File: src/rtl/npc_pkg.sv
// npc_pkg: shared constants and IFU state encoding for the NPC core
package npc_pkg;
    localparam logic [31:0] RESET_PC = 32'h8000_0000;
    localparam logic [31:0] NOP      = 32'h0000_0013;
    typedef logic [2:0] ifu_state_t;
    localparam ifu_state_t S_IDLE = 3'd0;
    localparam ifu_state_t S_REQ  = 3'd1;
    localparam ifu_state_t S_WAIT = 3'd2;
    localparam ifu_state_t S_OUT  = 3'd3;
    localparam ifu_state_t S_HALT = 3'd4;
endpackage

File: src/rtl/ifu.sv
// ifu: single-outstanding instruction fetch with redirect, halt and delivery count
module ifu #(
    parameter logic [31:0] RESET_PC = npc_pkg::RESET_PC
) (
    input  logic        clk,
    input  logic        rst_n,
    output logic        imem_req_valid,
    input  logic        imem_req_ready,
    output logic [31:0] imem_addr,
    input  logic        imem_rsp_valid,
    input  logic [31:0] imem_rsp_data,
    input  logic        imem_rsp_err,
    output logic        inst_valid,
    input  logic        inst_ready,
    output logic [31:0] inst,
    output logic [31:0] inst_pc,
    output logic        inst_fault,
    input  logic        redirect_valid,
    input  logic [31:0] redirect_pc,
    input  logic        halt,
    output logic [31:0] fetch_cnt
);
    import npc_pkg::*;
    ifu_state_t  state;
    logic [31:0] pc;
    logic [31:0] pend_pc;
    logic        discard;
    logic        halt_q;
    logic        stop;
    assign stop           = halt | halt_q;
    assign imem_req_valid = state == S_REQ;
    assign imem_addr      = pc;
    assign inst_valid     = state == S_OUT;
    // fetch sequencing: request, wait for response, hold for decode, then advance or stop
    always_ff @(posedge clk or negedge rst_n) begin
        if (!rst_n) begin
            state      <= S_IDLE;
            pc         <= RESET_PC;
            pend_pc    <= RESET_PC;
            discard    <= 1'b0;
            halt_q     <= 1'b0;
            inst       <= NOP;
            inst_pc    <= '0;
            inst_fault <= 1'b0;
            fetch_cnt  <= '0;
        end else begin
            if (halt)
                halt_q <= 1'b1;
            case (state)
                S_IDLE: state <= S_REQ;
                S_REQ: begin
                    if (stop)
                        state <= S_HALT;
                    else begin
                        if (redirect_valid) begin
                            pend_pc <= redirect_pc;
                            discard <= 1'b1;
                        end
                        if (imem_req_ready)
                            state <= S_WAIT;
                    end
                end
                S_WAIT: begin
                    if (redirect_valid) begin
                        pend_pc <= redirect_pc;
                        discard <= 1'b1;
                    end
                    if (imem_rsp_valid) begin
                        discard <= 1'b0;
                        if (stop)
                            state <= S_HALT;
                        else if (discard || redirect_valid) begin
                            pc    <= redirect_valid ? redirect_pc : pend_pc;
                            state <= S_REQ;
                        end else begin
                            inst       <= imem_rsp_data;
                            inst_fault <= imem_rsp_err;
                            inst_pc    <= pc;
                            state      <= S_OUT;
                        end
                    end
                end
                S_OUT: begin
                    if (inst_ready) begin
                        fetch_cnt <= fetch_cnt + 32'd1;
                        pc        <= redirect_valid ? redirect_pc : pc + 32'd4;
                        state     <= (inst_fault || stop) ? S_HALT : S_REQ;
                    end else if (redirect_valid && !stop) begin
                        pc    <= redirect_pc;
                        state <= S_REQ;
                    end
                end
                default: state <= S_HALT;
            endcase
        end
    end
endmodule

File: config.mk
export PLATFORM = sky130hd
export DESIGN_NAME = ifu
export DESIGN_NICKNAME = d
export VERILOG_FILES = /design/src/rtl/npc_pkg.sv /design/src/rtl/ifu.sv
export SDC_FILE = /design/constraint.sdc
export NUM_CORES = 1
export LEC_CHECK = 0
export CORE_AREA = 10 10 137 139
export DETAILED_ROUTE_END_ITERATION = 6
export DIE_AREA = 0 0 147 149
export PLACE_DENSITY_LB_ADDON = 0.3
export RECOVER_POWER = 100
export SYNTH_ARGS = -nofsm -noshare
export SYNTH_HDL_FRONTEND = slang
export SYNTH_SLANG_ARGS = --single-unit
File: constraint.sdc
create_clock -name clk -period 3.2 [get_ports clk]
set_input_delay 0.48 -clock clk [delete_from_list [all_inputs] [get_ports clk]]
set_output_delay 0.48 -clock clk [all_outputs]
set_load 0.02 [all_outputs]
==> out/qor.yml <==
outcome:
  status: "finished, violations left"
  violations: "capacitance limit, slew limit"
timing:
  finalHoldViolCount: 0
  period_share_pct: 92.2
  tightest_slew_ns: 2.24
  fin_tns_setup_ns: 0
  finalClockSkew_ns: 0.00711
  finalMaxSlewViolations: 92
  whs_ns: 0.470
  slew_headroom_pct: -49.0
  setup_slack_ns: 0.249
  finalSetupViolations: 0
  min_period_ns: 2.95
  clock.fmax_ghz: 0.339
  rsz0062_at_grt: "false"
layout:
  n_fill_cell: 1191
  fin_cells: 1104
  diodes: 0
  nets: 945
  fin_area_um2: 10800
  final_util_pct: 66.9
  layout_commonest_cell: "dfrtp_1"
  syn2layout_area_growth_pct: 37.0
  layout.cells.most_common_list: "161 x dfrtp_1, 134 x dlygate4sd3_1, 96 x mux2_2"
  drive_above_1_share_pct: 18.1
clocking:
  root_buffer: "clkbuf_16"
  cts_made_buffers: 17
  cts_sinks: 166
  htreeDepth: 4
  cts.path.max_buffers: 2
  clkTransAtPathRegs_ns: 0.07
  postCtsResizedCells: 0
  post_cts_buffers: 0
  cts_tree: "yes"
  clk_latency_ns: 0.43
  hold_buffers: 0
grt:
  grt_max_degree: 93
  grt_first_pass_wirelength_mm: 36.8
  grt_usage_pct: 20.7
  grt_pass1_vias: 6685
  overflow: 0
  antenna_found_initial: 0
yosys:
  synthArstFlopShare_pct: 100
  synth-edff-count: 0
  synth_warnings: 0
  syn_area_per_cell_um2: 11.8
  ys_seq_area_share_pct: 52.6
  synth_top_family_by_area: "multiplexers"
  synth_compound_area_share_pct: 9.44
  synth_flop_cell: "dfrtp_1"
  yosys.area_share.simple_pct: 13.4
  synthesis.instances: 672
  synth_xor_area_share_pct: 4.77
  syn-cell-area_um2: 7900
  synth.distinct_cells: 69
  synth_nets: 746
  synthAdderAreaFrac_pct: 0.317
  synth_seq_cells: 166
  synthMuxAreaShare_pct: 16.7
routing:
  wl_met3_mm: 1.94
  wirelength_mm: 23.0
  drtIter0Drc: 531
  wl_met1_mm: 9.67
  routedWlPerCell_um: 20.8
  via_per_inst: 5.84
  vias: 6452
  route.detailed.drc: 0
  first_pass_iters: 5
  postRouteAntennaNets: 0
  topRoutingLayerUsed: "met4"
  dr_wl_met2_mm: 10.9
placement:
  place_congestion: 0.891
  placedCellCount: 1072
  dp_hpwl_mm: 16.5
  io_buffer_count: 202
  placed_area_um2: 10100
  dp_slack_ns: 0.544
power_and_ir_drop:
  total_leakage_power_nw: 5.15
  vdd.ir_drop.worst_uv: 383
  power.total_mw: 5.45
  p_per_area_nw_per_um2: 504
run:
  maxCapViolCount: 1
worst_setup_path:
  cp-start-kind: "flip-flop"
  path_class: "flip-flop to primary output"
  end_kind: "primary output"
  crit_required_ns: 2.72
  cp_max_fo: 22
  cp_data_arrival_time_ns: 2.47
floorplanning:
  core_um2: 16200
  die_y_um: 149
  die_area_um2: 21900
  initial_utilization_pct: 48.9
  num_rows: 47
  ios: 203
  die_x_um: 147
worst_hold_path:
  hp-class: "flip-flop to flip-flop"
==> logic make-up after synthesis <==
logic type	after synthesis
muxes	118
AOI/OAI and AO/OA	109
and+or+nand+nor	189
xor gates and xnor gates	43
DFF	166
buffers and inverters	45
adders and majority gates	2
==> report_power, final <==
group          switching [mW]  internal (mW)  total, mW
combinational           0.271          0.292      0.564
clock                   0.852           1.67       2.52
sequential              0.155           2.21       2.37
==> Yosys cell counts, types with 4 or more instances <==
cell type / instances / share of area (%)
a21oi_1: 30 / 1.9
and3_1: 10 / 0.79
nand2b_1: 6 / 0.48
and4_1: 7 / 0.78
buf_1: 5 / 0.24
o211ai_1: 4 / 0.38
xor2_1: 11 / 1.2
clkbuf_1: 5 / 0.24
nor3_1: 11 / 0.70
and2_1: 5 / 0.40
mux2_2: 97 / 14
a221o_1: 6 / 0.76
a31oi_1: 6 / 0.48
dfstp_2: 5 / 1.7
xnor2_1: 32 / 3.5
inv_1: 6 / 0.28
mux2i_1: 15 / 1.9
nand2_1: 43 / 2.0
dfrtp_1: 161 / 51
o22a_1: 7 / 0.78
o21ai_0: 16 / 1.0
o22ai_1: 7 / 0.55
nand3_1: 20 / 1.3
buf_4: 4 / 0.38
nor2_1: 36 / 1.7
nor4_1: 4 / 0.32
nand4_1: 26 / 2.1
mux2_1: 4 / 0.57
buf_2: 23 / 1.5
o221ai_1: 5 / 0.55
==> state kept, by name (all words and copies together) (netlist names) <==
name and cells:
inst 32, fetch_cnt 32, imem_addr 32, halt_q 1
inst_pc 32, state 3, pend_pc 32, inst_fault 1
discard 1
==> metal layers <==
layer	vias up	global-route usage, %
met1	3196	26.3
met3	49	5.95
met5	-	0
met4	0	7.23
li1	2877	-
met2	330	33.3
==> path summary, 6_finish.rpt <==
path                            start       endpoint  slack, ns  depth (start not counted)
hold / removal             inst_pc[5]     inst_pc[5]       0.47                          2
setup / recovery             state[0]     inst_valid       0.25                          3
setup reg to reg             state[0]   imem_addr[0]       0.33                          7
hold reg to reg            inst_pc[5]     inst_pc[5]       0.47                          2
min in group asynchronous       rst_n  fetch_cnt[22]       0.71                          1
max in group asynchronous       rst_n     pend_pc[7]       0.86                          2
==> cell type report <==
class                      instances  area (um2)  area share (%)
clock buffer                      20         457            4.22
clock inverter                    12         270            2.50
inverter                           7        26.3           0.243
multi-input combinational        461        3510            32.4
sequential                       166        4160            38.4
tap                              220         275            2.54
timing repair buffer             218        2130            19.6
==> critical path, stage by stage, from the launching register on <==
cell           delay (ns)
dfrtp_1              0.55
nand3b_4             0.27
inv_2                0.45
dlygate4sd3_1        0.77
Note: power is estimated with default switching activity, not from simulation.
